===== src/rtl/cpu_pkg.sv =====
// Shared decode/execute types: packed control word, its field encodings and the bubble value.
package cpu_pkg;

    typedef enum logic [1:0] {
        ALU = 2'b00,
        MEM = 2'b01,
        PC4 = 2'b10
    } result_src_e;

    typedef enum logic [3:0] {
        ALU_ADD  = 4'd0,
        ALU_SUB  = 4'd1,
        ALU_AND  = 4'd2,
        ALU_OR   = 4'd3,
        ALU_XOR  = 4'd4,
        ALU_SLT  = 4'd5,
        ALU_SLTU = 4'd6,
        ALU_SLL  = 4'd7,
        ALU_SRL  = 4'd8,
        ALU_SRA  = 4'd9
    } alu_ctrl_e;

    // Fields kept as raw bit vectors so any decode value passes through untouched.
    typedef struct packed {
        logic       RegWrite;
        logic [1:0] ResultSrc;
        logic       MemWrite;
        logic       Jump;
        logic       Branch;
        logic [3:0] ALUControl;
        logic       ALUSrc;
    } ctrl_t;

    localparam int    CTRL_W   = $bits(ctrl_t);
    localparam ctrl_t CTRL_NOP = '0;

endpackage


===== src/rtl/id_ex_stage_reg_if.sv =====
// Decode-side inputs and execute-side outputs of the ID/EX register.
interface id_ex_stage_reg_if
    import cpu_pkg::*;
#(
    parameter int ADDRESS_WIDTH = 5,
    parameter int DATA_WIDTH    = 32
) ();
    logic                     StallE;
    logic                     FlushE;
    logic                     ValidD;
    logic [DATA_WIDTH-1:0]    RD1D;
    logic [DATA_WIDTH-1:0]    RD2D;
    logic [ADDRESS_WIDTH-1:0] Rs1D;
    logic [ADDRESS_WIDTH-1:0] Rs2D;
    logic [ADDRESS_WIDTH-1:0] RdD;
    logic [DATA_WIDTH-1:0]    ImmExtD;
    logic [DATA_WIDTH-1:0]    PCD;
    logic [DATA_WIDTH-1:0]    PCPlus4D;
    ctrl_t                    CtrlD;
    logic                     RegWriteW;
    logic [ADDRESS_WIDTH-1:0] RdW;
    logic [DATA_WIDTH-1:0]    ResultW;

    logic                     ValidE;
    logic [DATA_WIDTH-1:0]    RD1E;
    logic [DATA_WIDTH-1:0]    RD2E;
    logic [ADDRESS_WIDTH-1:0] Rs1E;
    logic [ADDRESS_WIDTH-1:0] Rs2E;
    logic [ADDRESS_WIDTH-1:0] RdE;
    logic [DATA_WIDTH-1:0]    ImmExtE;
    logic [DATA_WIDTH-1:0]    PCE;
    logic [DATA_WIDTH-1:0]    PCPlus4E;
    ctrl_t                    CtrlE;

    modport slave (
        input  StallE, FlushE, ValidD, RD1D, RD2D, Rs1D, Rs2D, RdD,
               ImmExtD, PCD, PCPlus4D, CtrlD, RegWriteW, RdW, ResultW,
        output ValidE, RD1E, RD2E, Rs1E, Rs2E, RdE, ImmExtE, PCE, PCPlus4E, CtrlE
    );

    modport master (
        output StallE, FlushE, ValidD, RD1D, RD2D, Rs1D, Rs2D, RdD,
               ImmExtD, PCD, PCPlus4D, CtrlD, RegWriteW, RdW, ResultW,
        input  ValidE, RD1E, RD2E, Rs1E, Rs2E, RdE, ImmExtE, PCE, PCPlus4E, CtrlE
    );
endinterface


===== src/rtl/operand_bypass.sv =====
// Selects writeback data over register-file data when the writeback targets rs (x0 never matches).
module operand_bypass #(
    parameter int ADDRESS_WIDTH = 5,
    parameter int DATA_WIDTH    = 32
) (
    input  logic                     en,
    input  logic [ADDRESS_WIDTH-1:0] rd,
    input  logic [ADDRESS_WIDTH-1:0] rs,
    input  logic [DATA_WIDTH-1:0]    result,
    input  logic [DATA_WIDTH-1:0]    rf_data,
    output logic [DATA_WIDTH-1:0]    operand
);
    assign operand = (en && (rd != '0) && (rd == rs)) ? result : rf_data;
endmodule


===== src/rtl/id_ex_stage_reg.sv =====
// ID/EX pipeline register with same-cycle writeback bypass; 1-cycle latency, fully registered outputs.
// Priority reset > flush > stall > load; a stalled slot still picks up writebacks to its sources.
module id_ex_stage_reg
    import cpu_pkg::*;
#(
    parameter int ADDRESS_WIDTH = 5,
    parameter int DATA_WIDTH    = 32
) (
    input  logic               CLK,
    input  logic               RST_N,
    id_ex_stage_reg_if.slave   stage_if
);
    logic                     valid_q,  valid_d;
    logic [DATA_WIDTH-1:0]    rd1_q,    rd1_d;
    logic [DATA_WIDTH-1:0]    rd2_q,    rd2_d;
    logic [ADDRESS_WIDTH-1:0] rs1_q,    rs1_d;
    logic [ADDRESS_WIDTH-1:0] rs2_q,    rs2_d;
    logic [ADDRESS_WIDTH-1:0] rd_q,     rd_d;
    logic [DATA_WIDTH-1:0]    imm_q,    imm_d;
    logic [DATA_WIDTH-1:0]    pc_q,     pc_d;
    logic [DATA_WIDTH-1:0]    pc4_q,    pc4_d;
    ctrl_t                    ctrl_q,   ctrl_d;

    logic [DATA_WIDTH-1:0] load_rd1, load_rd2, hold_rd1, hold_rd2;

    operand_bypass #(.ADDRESS_WIDTH(ADDRESS_WIDTH), .DATA_WIDTH(DATA_WIDTH)) u_load_rd1 (
        .en(stage_if.RegWriteW), .rd(stage_if.RdW), .rs(stage_if.Rs1D),
        .result(stage_if.ResultW), .rf_data(stage_if.RD1D), .operand(load_rd1)
    );
    operand_bypass #(.ADDRESS_WIDTH(ADDRESS_WIDTH), .DATA_WIDTH(DATA_WIDTH)) u_load_rd2 (
        .en(stage_if.RegWriteW), .rd(stage_if.RdW), .rs(stage_if.Rs2D),
        .result(stage_if.ResultW), .rf_data(stage_if.RD2D), .operand(load_rd2)
    );
    // Held operands are refreshed against the captured source addresses.
    operand_bypass #(.ADDRESS_WIDTH(ADDRESS_WIDTH), .DATA_WIDTH(DATA_WIDTH)) u_hold_rd1 (
        .en(stage_if.RegWriteW), .rd(stage_if.RdW), .rs(rs1_q),
        .result(stage_if.ResultW), .rf_data(rd1_q), .operand(hold_rd1)
    );
    operand_bypass #(.ADDRESS_WIDTH(ADDRESS_WIDTH), .DATA_WIDTH(DATA_WIDTH)) u_hold_rd2 (
        .en(stage_if.RegWriteW), .rd(stage_if.RdW), .rs(rs2_q),
        .result(stage_if.ResultW), .rf_data(rd2_q), .operand(hold_rd2)
    );

    always_comb begin
        valid_d = valid_q;
        rd1_d   = hold_rd1;
        rd2_d   = hold_rd2;
        rs1_d   = rs1_q;
        rs2_d   = rs2_q;
        rd_d    = rd_q;
        imm_d   = imm_q;
        pc_d    = pc_q;
        pc4_d   = pc4_q;
        ctrl_d  = ctrl_q;
        if (stage_if.FlushE) begin
            valid_d = 1'b0;
            rd1_d   = '0;
            rd2_d   = '0;
            rs1_d   = '0;
            rs2_d   = '0;
            rd_d    = '0;
            imm_d   = '0;
            pc_d    = '0;
            pc4_d   = '0;
            ctrl_d  = CTRL_NOP;
        end else if (!stage_if.StallE) begin
            valid_d = stage_if.ValidD;
            rd1_d   = load_rd1;
            rd2_d   = load_rd2;
            rs1_d   = stage_if.Rs1D;
            rs2_d   = stage_if.Rs2D;
            rd_d    = stage_if.RdD;
            imm_d   = stage_if.ImmExtD;
            pc_d    = stage_if.PCD;
            pc4_d   = stage_if.PCPlus4D;
            ctrl_d  = stage_if.CtrlD;
        end
    end

    always_ff @(posedge CLK or negedge RST_N) begin
        if (!RST_N) begin
            valid_q <= 1'b0;
            rd1_q   <= '0;
            rd2_q   <= '0;
            rs1_q   <= '0;
            rs2_q   <= '0;
            rd_q    <= '0;
            imm_q   <= '0;
            pc_q    <= '0;
            pc4_q   <= '0;
            ctrl_q  <= CTRL_NOP;
        end else begin
            valid_q <= valid_d;
            rd1_q   <= rd1_d;
            rd2_q   <= rd2_d;
            rs1_q   <= rs1_d;
            rs2_q   <= rs2_d;
            rd_q    <= rd_d;
            imm_q   <= imm_d;
            pc_q    <= pc_d;
            pc4_q   <= pc4_d;
            ctrl_q  <= ctrl_d;
        end
    end

    assign stage_if.ValidE   = valid_q;
    assign stage_if.RD1E     = rd1_q;
    assign stage_if.RD2E     = rd2_q;
    assign stage_if.Rs1E     = rs1_q;
    assign stage_if.Rs2E     = rs2_q;
    assign stage_if.RdE      = rd_q;
    assign stage_if.ImmExtE  = imm_q;
    assign stage_if.PCE      = pc_q;
    assign stage_if.PCPlus4E = pc4_q;
    assign stage_if.CtrlE    = ctrl_q;
endmodule


===== src/flat_wrapper.sv =====
// flat-port wrapper written by rule: the top's interface ports become plain ports
module id_ex_stage_reg_flat import cpu_pkg::*;
#(
    parameter int ADDRESS_WIDTH = 5,
    parameter int DATA_WIDTH    = 32
)
  (CLK, RST_N, stage_if_StallE, stage_if_FlushE, stage_if_ValidD, stage_if_RD1D, stage_if_RD2D, stage_if_Rs1D, stage_if_Rs2D, stage_if_RdD, stage_if_ImmExtD, stage_if_PCD, stage_if_PCPlus4D, stage_if_CtrlD, stage_if_RegWriteW, stage_if_RdW, stage_if_ResultW, stage_if_ValidE, stage_if_RD1E, stage_if_RD2E, stage_if_Rs1E, stage_if_Rs2E, stage_if_RdE, stage_if_ImmExtE, stage_if_PCE, stage_if_PCPlus4E, stage_if_CtrlE);
  id_ex_stage_reg_if #(.ADDRESS_WIDTH(ADDRESS_WIDTH), .DATA_WIDTH(DATA_WIDTH)) stage_if_i ();
  input  logic CLK;
  input  logic RST_N;
  input wire logic [$bits(stage_if_i.StallE)-1:0] stage_if_StallE;
  input wire logic [$bits(stage_if_i.FlushE)-1:0] stage_if_FlushE;
  input wire logic [$bits(stage_if_i.ValidD)-1:0] stage_if_ValidD;
  input wire logic [$bits(stage_if_i.RD1D)-1:0] stage_if_RD1D;
  input wire logic [$bits(stage_if_i.RD2D)-1:0] stage_if_RD2D;
  input wire logic [$bits(stage_if_i.Rs1D)-1:0] stage_if_Rs1D;
  input wire logic [$bits(stage_if_i.Rs2D)-1:0] stage_if_Rs2D;
  input wire logic [$bits(stage_if_i.RdD)-1:0] stage_if_RdD;
  input wire logic [$bits(stage_if_i.ImmExtD)-1:0] stage_if_ImmExtD;
  input wire logic [$bits(stage_if_i.PCD)-1:0] stage_if_PCD;
  input wire logic [$bits(stage_if_i.PCPlus4D)-1:0] stage_if_PCPlus4D;
  input wire logic [$bits(stage_if_i.CtrlD)-1:0] stage_if_CtrlD;
  input wire logic [$bits(stage_if_i.RegWriteW)-1:0] stage_if_RegWriteW;
  input wire logic [$bits(stage_if_i.RdW)-1:0] stage_if_RdW;
  input wire logic [$bits(stage_if_i.ResultW)-1:0] stage_if_ResultW;
  output wire logic [$bits(stage_if_i.ValidE)-1:0] stage_if_ValidE;
  output wire logic [$bits(stage_if_i.RD1E)-1:0] stage_if_RD1E;
  output wire logic [$bits(stage_if_i.RD2E)-1:0] stage_if_RD2E;
  output wire logic [$bits(stage_if_i.Rs1E)-1:0] stage_if_Rs1E;
  output wire logic [$bits(stage_if_i.Rs2E)-1:0] stage_if_Rs2E;
  output wire logic [$bits(stage_if_i.RdE)-1:0] stage_if_RdE;
  output wire logic [$bits(stage_if_i.ImmExtE)-1:0] stage_if_ImmExtE;
  output wire logic [$bits(stage_if_i.PCE)-1:0] stage_if_PCE;
  output wire logic [$bits(stage_if_i.PCPlus4E)-1:0] stage_if_PCPlus4E;
  output wire logic [$bits(stage_if_i.CtrlE)-1:0] stage_if_CtrlE;
  assign stage_if_i.StallE = stage_if_StallE;
  assign stage_if_i.FlushE = stage_if_FlushE;
  assign stage_if_i.ValidD = stage_if_ValidD;
  assign stage_if_i.RD1D = stage_if_RD1D;
  assign stage_if_i.RD2D = stage_if_RD2D;
  assign stage_if_i.Rs1D = stage_if_Rs1D;
  assign stage_if_i.Rs2D = stage_if_Rs2D;
  assign stage_if_i.RdD = stage_if_RdD;
  assign stage_if_i.ImmExtD = stage_if_ImmExtD;
  assign stage_if_i.PCD = stage_if_PCD;
  assign stage_if_i.PCPlus4D = stage_if_PCPlus4D;
  assign stage_if_i.CtrlD = stage_if_CtrlD;
  assign stage_if_i.RegWriteW = stage_if_RegWriteW;
  assign stage_if_i.RdW = stage_if_RdW;
  assign stage_if_i.ResultW = stage_if_ResultW;
  assign stage_if_ValidE = stage_if_i.ValidE;
  assign stage_if_RD1E = stage_if_i.RD1E;
  assign stage_if_RD2E = stage_if_i.RD2E;
  assign stage_if_Rs1E = stage_if_i.Rs1E;
  assign stage_if_Rs2E = stage_if_i.Rs2E;
  assign stage_if_RdE = stage_if_i.RdE;
  assign stage_if_ImmExtE = stage_if_i.ImmExtE;
  assign stage_if_PCE = stage_if_i.PCE;
  assign stage_if_PCPlus4E = stage_if_i.PCPlus4E;
  assign stage_if_CtrlE = stage_if_i.CtrlE;
  id_ex_stage_reg #(.ADDRESS_WIDTH(ADDRESS_WIDTH), .DATA_WIDTH(DATA_WIDTH)) u_core (.CLK(CLK), .RST_N(RST_N), .stage_if(stage_if_i));
endmodule

===== config.mk =====
export PLATFORM = sky130hd
export DESIGN_NAME = id_ex_stage_reg_flat
export DESIGN_NICKNAME = d
export VERILOG_FILES = /design/src/rtl/cpu_pkg.sv /design/src/rtl/id_ex_stage_reg_if.sv /design/src/rtl/operand_bypass.sv /design/src/rtl/id_ex_stage_reg.sv /design/src/flat_wrapper.sv
export SDC_FILE = /design/constraint.sdc
export NUM_CORES = 1
export LEC_CHECK = 0
export ABC_AREA = 1
export CAP_MARGIN = 10
export CORE_ASPECT_RATIO = 0.7
export CORE_MARGIN = 10
export CORE_UTILIZATION = 37
export DETAILED_ROUTE_END_ITERATION = 8
export PLACE_DENSITY = 0.77
export SYNTH_ARGS = -nofsm -noshare
export SYNTH_HDL_FRONTEND = slang
export SYNTH_SLANG_ARGS = --single-unit

===== constraint.sdc =====
create_clock -name CLK -period 1.2 [get_ports CLK]
set_input_delay 0.24 -clock CLK [delete_from_list [all_inputs] [get_ports CLK]]
set_output_delay 0.24 -clock CLK [all_outputs]
set_load 0.05 [all_outputs]

==> results.sh, run 1 <==
export IMPL_synthArstFlopShare=1.00
export IMPL_place_ws_ns=-0.860
export IMPL_detail_route_antenna_nets=0
export IMPL_fp_dieW_um=203
export IMPL_maxCapViolations=0
export IMPL_stdcell_count=1927
export IMPL_max_freq_mhz=616
export IMPL_wirelength_mm=44.3
export IMPL_outcome="finished, violations left"
export IMPL_finalSetupViolations=251
export IMPL_slew_violations=0
export IMPL_cts_buffers_inserted=17
export IMPL_grt_max_degree=81
export IMPL_yosys_cell_count_top_type="nand2_1"
export IMPL_path_class="reg2reg"
export IMPL_hp_class="in2reg"
export IMPL_synth_nets=1299
export IMPL_die_h_um=148
export IMPL_endpoint_kind="flip-flop"
export IMPL_dpl_cell_count=1787
export IMPL_die_area_um2=30100
export IMPL_crit_chain="xnor2_2, nand2_1, nor2_2, nand2_2, a21oi_4, buf_12, buf_12, nand3_1, nand2_1"
export IMPL_drive_above_1_share=0.330
export IMPL_worstPathRequired_ns=1.56
export IMPL_synth_edf_count=0
export IMPL_yosysUniqueCellTypes=20
export IMPL_dpl_hpwl_mm=29.0
export IMPL_viasPerCell=5.34
export IMPL_grt_usage=0.263
export IMPL_finClkSkew_ns=0.0119
export IMPL_synth_top_area_cell="dfrtp_1"
export IMPL_synthCells=1070
export IMPL_powerDensity_nw_per_um2=1080
export IMPL_gp_congestion=0.877
export IMPL_leakage_nw=8.54
export IMPL_ys_ff_latch=187
export IMPL_io_buffers=415
export IMPL_yosys_area_top_type_share=0.538
export IMPL_coreArea_um2=22900
export IMPL_drc=0
export IMPL_routedWlPerCell_um=23.0
export IMPL_antennaDiodeCount=0
export IMPL_crit_slowest_cell="dfrtp_2"
export IMPL_clockRootBuffer="clkbuf_16"
export IMPL_first_global_vias=9987
export IMPL_total_power_mw=19.3
export IMPL_cts_buffer_depth=2
export IMPL_rsz0062_at_grt="yes"
export IMPL_start_kind="flip-flop"
export IMPL_fill_cells=1296
export IMPL_synth_area_top_cells="dfrtp_1, nand2_1, nand3_1, nand3b_1, a21oi_1"
export IMPL_synth_cell_area_um2=8700
export IMPL_timing_final_ws_setup_ns=-0.424
export IMPL_arrival_ns=1.98
export IMPL_cts_sinks=187
export IMPL_ys_flop_type="dfrtp_1"
export IMPL_ir_worst_vdd_v=0.00119
export IMPL_period_needed_ns=1.62
export IMPL_worstMarginPinSlew_ns=0.417
export IMPL_yosysSeqAreaShare=0.538
export IMPL_yosys_warnings=0
export IMPL_nNetsFinal=1832
export IMPL_path_clk_slew_ns=0.07
export IMPL_cts_tree="yes"
export IMPL_num_rows=46
export IMPL_drt_first_pass_iters=7
export IMPL_clock_latency_ns=0.44
export IMPL_cts_htree_levels=4
export IMPL_relSlewSlack=0.722
export IMPL_hold_viol=0
export IMPL_grt_pass1_wl_mm=61.1
export IMPL_critical_path_max_fanout=8
export IMPL_num_vias=10300
export IMPL_grt_overflow=0
export IMPL_antenna_found_initial=0
export IMPL_area_growth_pct=104
export IMPL_violations="setup timing"
export IMPL_cp_slowest_stage_delay_ns=0.43
export IMPL_top_level_ports=416
export IMPL_start_util=0.380
export IMPL_synth_avg_cell_area_um2=8.13
export IMPL_drt_initial_drc_count=762
export IMPL_synthTopCellsByCount="nand2_1, dfrtp_1, nand3_1"
export IMPL_fin_crit_sh=1.35
-- cells in the final DEF (no fill, tap or decap), types with 21 or more instances in the layout --
cell type / synthesis / routed
nand2_1: 429 / 379
clkdlybuf4s50_1: 0 / 219
buf_12: 0 / 218
dfrtp_1: 187 / 175
nand3_1: 185 / 144
buf_4: 11 / 124
a21oi_1: 61 / 61
nand3b_1: 47 / 47
nand2_2: 5 / 44
nand3_2: 0 / 39
inv_1: 37 / 30
clkbuf_16: 0 / 21
-- flip-flops by register name, summed over array words and instances (netlist names), 5 cells and up --
register and count:
u_core.stage_if.PCPlus4E 32, u_core.stage_if.CtrlE 11, u_core.stage_if.RD2E 32, u_core.stage_if.Rs2E 5, u_core.stage_if.PCE 32, u_core.stage_if.Rs1E 5
u_core.stage_if.RD1E 32, u_core.stage_if.RdE 5, u_core.stage_if.ImmExtE 32
-- metal layers --
metal | GRT usage | wire, µm | up-vias
li1 | - | - | 4504
met1 | 0.296 | 16000 | 5041
met2 | 0.438 | 21700 | 628
met3 | 0.115 | 5080 | 109
met4 | 0.0855 | 1590 | 0
met5 | 0 | 0 | -
-- worst max-delay path: cells and delay by family, from the launching register on --
kind	cells	cell delay [ns]
AND/OR/NAND/NOR	5	0.51
buffers and inverters	2	0.30
AO/OA/AOI/OAI	1	0.14
flip-flops	1	0.43
XOR/XNOR	1	0.16
-- final cells by class --
| cell class | count | area, µm² | area share |
|---|---|---|---|
| Clock buffer | 22 | 494 | 0.0278 |
| Clock inverter | 9 | 109 | 0.00612 |
| Inverter | 41 | 160 | 0.00901 |
| Multi-Input combinational cell | 761 | 3940 | 0.221 |
| Sequential cell | 187 | 4690 | 0.264 |
| Tap cell | 312 | 390 | 0.0220 |
| Timing Repair Buffer | 595 | 7990 | 0.450 |
-- cell families (layout without fill, tap and decap cells) --
logic type | after synthesis | after routing | share of synthesized area
compound gates | 71 | 71 | 0.0443
xor+xnor | 14 | 14 | 0.0141
buf+inv | 122 | 667 | 0.0630
flops | 187 | 187 | 0.538
simple gates | 676 | 676 | 0.341
-- stage by stage --
stage	util	TNS, ns	hold slack [ns]	cell area (µm²)
global route	0.776	-46.76	0.161	17800
global placement	0.682	-50.17	0.138	15600
finish	0.776	-34.07	0.159	17800
CTS	0.736	-37.23	0.226	16900
floorplan	-	-16.64	-0.0556	8740
detailed placement	0.682	-52.71	0.136	15600
-- worst paths after layout --
check | startpoint | endpoint | slack [ns] | cells past startpoint
max | u_core.stage_if.Rs2E[4] | u_core.stage_if.RD2E[10] | -0.42 | 9
min | stage_if_Rs2D[4] | u_core.stage_if.Rs2E[4] | 0.16 | 3
max reg2reg | u_core.stage_if.Rs2E[4] | u_core.stage_if.RD2E[10] | -0.42 | 9
min reg2reg | u_core.stage_if.RD1E[28] | u_core.stage_if.RD1E[28] | 0.55 | 2
max in group asynchronous | RST_N | u_core.stage_if.Rs2E[3] | 0.39 | 3
min in group asynchronous | RST_N | u_core.stage_if.ImmExtE[2] | 0.23 | 2
-- power by group --
part / leakage (nW) / switching (mW) / internal, mW / total, mW
logic: 5.77 / 3.11 / 3.08 / 6.19
registers: 2.47 / 0.440 / 6.68 / 7.12
clock network: 0.299 / 2.62 / 3.35 / 5.98
-- timing repair --
action                     CTS  global route
resized for setup           36           118
hold buffers                 1             0
buffers inserted            46            58
pin swaps                    3            34
hold endpoints to repair   121             0
gates cloned                 7             5
setup endpoints to repair  251           251
Note: power is estimated with default switching activity, not from simulation.
==> run 2: changes to the inputs <==
--- a/config.mk
+++ b/config.mk
@@ -12,6 +12,7 @@
 export CORE_UTILIZATION = 37
 export DETAILED_ROUTE_END_ITERATION = 8
 export PLACE_DENSITY = 0.77
+export SKIP_LAST_GASP = 1
 export SYNTH_ARGS = -nofsm -noshare
 export SYNTH_HDL_FRONTEND = slang
 export SYNTH_SLANG_ARGS = --single-unit
==> results.sh, run 2 (synthesized netlist as in run 1, its figures left out) <==
export IMPL_start_util=0.380
export IMPL_final_common_cell="nand2_1"
export IMPL_routedWlPerCell_um=23.2
export IMPL_drive_above_1_share=0.320
export IMPL_rsz0062_at_grt="yes"
export IMPL_power_frac_seq=0.370
export IMPL_cts_tree="yes"
export IMPL_finalSetupViolations=251
export IMPL_worstMarginPinSlew_ns=0.395
export IMPL_reg2regPathDepth=9
export IMPL_clockPowerShare=0.310
export IMPL_p_sw_mw=6.16
export IMPL_wirelength_mm=44.7
export IMPL_crit_chain="xnor2_2, nand2_1, nor2_2, nand2_2, a21oi_4, buf_12, buf_12, nand3_1, nand2_1"
export IMPL_netSwitchingFraction=0.320
export IMPL_cts_buffers_inserted=17
export IMPL_highest_layer="met4"
export IMPL_fp_dieW_um=203
export IMPL_clock_latency_ns=0.44
export IMPL_start_kind="flip-flop"
export IMPL_grt_usage=0.263
export IMPL_arrival_ns=1.97
export IMPL_powerDensity_nw_per_um2=1090
export IMPL_max_freq_mhz=624
export IMPL_p_int_mw=13.1
export IMPL_crit_slowest_cell="dfrtp_2"
export IMPL_place_ws_ns=-0.860
export IMPL_fin_crit_sh=1.34
export IMPL_whs_ns=0.163
export IMPL_io_buffers=415
export IMPL_area_growth_pct=104
export IMPL_finClkSkew_ns=0.0143
export IMPL_detail_route_antenna_nets=0
export IMPL_relSlewSlack=0.736
export IMPL_fin_setup_tns_ns=-34.34
export IMPL_top_level_ports=416
export IMPL_num_vias=10300
export IMPL_gp_congestion=0.877
export IMPL_antenna_found_initial=0
export IMPL_wl_met2_mm=21.8
export IMPL_maxCapViolations=0
export IMPL_timing_final_ws_setup_ns=-0.403
export IMPL_hold_path_depth=3
export IMPL_endpoint_kind="flip-flop"
export IMPL_num_rows=46
export IMPL_outcome="finished, violations left"
export IMPL_drt_first_pass_iters=7
export IMPL_r2r_start="u_core.stage_if.Rs2E[4]"
export IMPL_hp_class="in2reg"
export IMPL_coreArea_um2=22900
export IMPL_reg2reg_to="u_core.stage_if.RD2E[10]"
export IMPL_dpl_hpwl_mm=29.0
export IMPL_fill_cells=1309
export IMPL_first_global_vias=9987
export IMPL_leakage_nw=8.52
export IMPL_slew_violations=0
export IMPL_final_cell_mix="nand2_1, clkdlybuf4s50_1, buf_12"
export IMPL_critical_path_max_fanout=8
export IMPL_ir_worst_vdd_v=0.00120
export IMPL_drc=0
export IMPL_cts_buffer_depth=2
export IMPL_cts_htree_levels=4
export IMPL_r2r_slack_ns=-0.40
export IMPL_path_clk_slew_ns=0.07
export IMPL_total_power_mw=19.3
export IMPL_dr_wl_met3_mm=5.53
export IMPL_cp_slowest_stage_delay_ns=0.43
export IMPL_grt_max_degree=81
export IMPL_grt_pass1_wl_mm=61.1
export IMPL_endpoint="u_core.stage_if.RD2E[10]"
export IMPL_path_class="reg2reg"
export IMPL_comb_power_share=0.320
export IMPL_die_h_um=148
export IMPL_grt_overflow=0
export IMPL_period_needed_ns=1.60
export IMPL_drt_initial_drc_count=830
export IMPL_nNetsFinal=1832
export IMPL_worstPathRequired_ns=1.56
export IMPL_die_area_um2=30100
export IMPL_violations="setup timing"
export IMPL_cts_sinks=187
export IMPL_wl_met1_mm=15.7
export IMPL_hold_viol=0
export IMPL_clockRootBuffer="clkbuf_16"
export IMPL_viasPerCell=5.34
export IMPL_startpoint="u_core.stage_if.Rs2E[4]"
-- run 2: cell count changes in the layout (fill, tap and decap cells not counted) --
cell     previous run  this run
nand3_1           144       150
nand2_1           379       389
nand3_2            39        33
nand2_4            11        10
nand2_2            44        35
diode_2             0         2
-- run 2: power by group through the flow --
stage	clock, mW	sequential, mW	combinational (mW)
final	5.97	7.12	6.17
after global routing	6.30	7.16	6.43
after CTS	6.01	7.11	5.77
after detailed placement	0	7.22	5.46
after global placement	0	7.21	5.39
after floorplan	0	8.33	0.987
-- run 2: worst min-delay path by stage --
| stage | from | endpoint | slack (ns) |
|---|---|---|---|
| floorplan | RST_N | u_core.stage_if.CtrlE[0] | -0.06 |
| global placement | RST_N | u_core.stage_if.ImmExtE[2] | 0.14 |
| detailed placement | RST_N | u_core.stage_if.ImmExtE[2] | 0.14 |
| CTS | RST_N | u_core.stage_if.ImmExtE[2] | 0.23 |
| global route | stage_if_Rs2D[4] | u_core.stage_if.Rs2E[4] | 0.16 |
| finish | stage_if_Rs2D[4] | u_core.stage_if.Rs2E[4] | 0.16 |
-- run 2: final cells by class --
class / instances / area, µm² / area share
repair buffers: 595 / 7990 / 0.451
flip-flops and latches: 187 / 4690 / 0.265
multi-input cells: 761 / 3880 / 0.219
clock buffers: 22 / 494 / 0.0279
well taps: 312 / 390 / 0.0220
inverters: 41 / 160 / 0.00904
clock inverters: 9 / 109 / 0.00614
diodes: 2 / 5.00 / 0.000282
-- run 2: stage by stage --
step	cells	util	instance area, µm²
final	1929	0.774	17700
after floorplan	1070	-	8740
after global placement	1787	0.682	15600
after detailed placement	1787	0.682	15600
after CTS	1870	0.736	16900
after global routing	1927	0.773	17700
-- run 2: worst max-delay path: cells and delay by family, from the launching register on --
| family | cells | cell delay (ns) |
|---|---|---|
| buffers and inverters | 2 | 0.30 |
| AO/OA/AOI/OAI | 1 | 0.15 |
| AND/OR/NAND/NOR | 5 | 0.49 |
| XOR/XNOR | 1 | 0.16 |
| flip-flops | 1 | 0.43 |
-- run 2: routing by layer --
metal  up-vias  global-route usage
met1      5016               0.296
li1       4510                   -
met2       655               0.438
met4         0              0.0855
met3       111               0.115
met5         -                   0
-- run 2: timing repair --
action | in CTS | in global routing
pin swaps | 3 | 33
setup buffers | 46 | 58
cloned | 7 | 5
setup endpoints to repair | 251 | 251
hold endpoints to repair | 121 | 0
hold buffers | 1 | 0
resized for setup | 36 | 101
==> edit: new RTL, config.mk and constraints of run 1 <==
Reset style: synchronous (`RST_N`), changed in one clocked block.
--- a/src/rtl/id_ex_stage_reg.sv
+++ b/src/rtl/id_ex_stage_reg.sv
@@ -79,3 +79,3 @@
 
-    always_ff @(posedge CLK or negedge RST_N) begin
+    always_ff @(posedge CLK) begin
         if (!RST_N) begin
Check against the original RTL: differs if RST_N is asserted again (counterexample within 4 cycles, from zero or initial values and one cycle with RST_N low); with RST_N held inactive, the same outputs for 4 cycles.
==> edit against run 1 <==
  * The run still ends with negative setup slack left
  * Sequential cell count is the same
  * Maximum frequency grew 2.9%
  * Wire length shrank 0.25%
  * Cell area shrank 0.95%
  * Area after synthesis shrank 3.6%
  * Count of clock-buffer cells in the layout shrank 2
  * Sequential power shrank 5.9%
  * Synthesized cell count grew 12%
  * Sequential share of layout area shrank 3.4 points
  * Critical path depth shrank 1
  * Final cell count grew 2.3%
  * Worst setup slack gained 0.046 ns
  * Power shrank 9.3%
  * First-iteration DRC count shrank 7.0%
  * Critical endpoint is now u_core.stage_if.RD2E[22]
  * Largest cell class unchanged
==> edit: results (changes against run 1) <==
status: finished with violations (unchanged)
violated checks: negative setup slack (unchanged)
vias in the first global route: 10.3k (was 9987)
worst endpoint data arrival time: 1.92 ns (was 1.98 ns)
CP max FO: 9 (was 8)
asr flop ratio synth: 0% (was 100%)
top post-synthesis cells by count: 389 x nand2_1, 187 x dfxtp_1, 131 x a21oi_1, 124 x nand3_1, 116 x inv_1 (was 429 x nand2_1, 187 x dfrtp_1, 185 x nand3_1, 61 x a21oi_1, 47 x nand3b_1)
fraction of layout cells with a size suffix above 1: 41.2% (was 33.0%)
first-pass GRT wire length: 60.7 mm (was 61.1 mm)
detailed placer's ending HPWL: 28.2 mm (was 29.0 mm)
normalized max-slew margin: 70.9% (was 72.2%)
GRT Resource Usage Total: 26.9% (was 26.3%)
routed len/inst: 22.4 µm (was 23.0 µm)
initial antenna violation count: 6 (was 0)
leakage: 0.00777 µW (was 0.00854 µW)
global placement routability congestion: 0.903 (was 0.877)
met3 usage: 9.64% (was 11.5%)
met1 GRT Util: 28.7% (was 29.6%)
Detailed Route Iter0 Violations: 709 (was 762)
CTS Buf Count: 17 (unchanged)
final worst slack: -0.378 ns (was -0.424 ns)
top cells by area, synth: dfxtp_1 45%, nand2_1 17%, a21oi_1 7.8% (was dfrtp_1 54%, nand2_1 19%, nand3_1 11%)
Setup WS pre-CTS: -0.843 ns (was -0.860 ns)
syn nets: 1428 (was 1299)
M2 GR Usage: 47.3% (was 43.8%)
largest net degree at the start of global routing: 90 (was 81)
sequential area share after synthesis: 44.6% (was 53.8%)
synth unique cells: 25 (was 20)
DR pass1 iterations: 8 (was 7)
DR vias/cell: 5.24 (was 5.34)
final net count: 1901 (was 1832)
final setup violation count: 84 (was 251)
clk_skew: 0.00983 ns (was 0.0119 ns)
Filler Cell Count: 1191 (was 1296)
## edit: changes by cell type after synthesis, moves of 40 or more
cell	before	now
dfxtp_1	0	187
dfrtp_1	187	0
nor2_1	8	61
nand3b_1	47	0
nand3_1	185	124
a21oi_1	61	131
nand2_1	429	389
inv_1	37	116
## edit: worst paths after layout
check / start / slack [ns] / cells after the start / to
worst min register to register: u_core.stage_if.PCPlus4E[9] / 0.48 / 2 / u_core.stage_if.PCPlus4E[9]
worst max register to register: u_core.stage_if.Rs2E[4] / -0.38 / 8 / u_core.stage_if.RD2E[22]
worst max-delay path: u_core.stage_if.Rs2E[4] / -0.38 / 8 / u_core.stage_if.RD2E[22]
worst min-delay path: stage_if_Rs2D[4] / 0.13 / 3 / u_core.stage_if.Rs2E[4]
## edit: metal layers
metal  vias to the layer above  part of all wire (%)
met1                      4903                    34
li1                       4702                     -
met4                         0                   4.0
met5                         -                     0
met2                       587                    51
met3                       136                    11
## edit: critical path, cell delays in order (launching register included)
cell,delay (ns)
dfxtp_4,0.36
xnor2_2,0.14
nand2_1,0.10
nor2_4,0.13
nand2_4,0.09
nand2_8,0.16
clkbuf_16,0.19
o21ai_1,0.07
nor2_1,0.23
## edit: cell type report
cell class | count | share of cell area [%]
tap | 282 | 2.00
inverter | 119 | 2.57
clock buffer | 20 | 2.59
antenna | 6 | 0.0853
timing repair buffer | 544 | 44.2
sequential | 187 | 23.0
multi-input combinational | 803 | 24.7
clock inverter | 11 | 0.902
## edit: cell families after synthesis
kind of cell | synth area share, %
AOI/OAI and AO/OA | 11.6
xor gates and xnor gates | 1.98
buffers and inverters | 11.2
DFF | 44.6
and+or+nand+nor | 30.6
## edit: stage by stage
stage	hold slack, ns	setup TNS (ns)	util [%]	instance area (µm²)	instances
after floorplan	0.374	-10.79	-	8540	1199
after global placement	0.479	-74.69	68.7	15100	1863
after detailed placement	0.487	-79.43	68.7	15100	1863
after CTS	0.212	-15.69	76.8	16900	1939
after global routing	0.127	-22.20	80.2	17600	1970
final	0.129	-15.77	80.2	17600	1972
## edit: power breakdown
part	internal [µW]	switching (µW)	leakage, µW
sequential	6440	262	0.00162
clock	3420	2670	0.000298
combinational	2370	2330	0.00585
## edit: timing repair
action	4_1_cts	5_1_grt
pin swaps	35	70
gates cloned	11	8
endpoints found under the setup margin	251	229
gates resized for setup	282	132
hold endpoints to repair	0	0
setup buffers	34	25
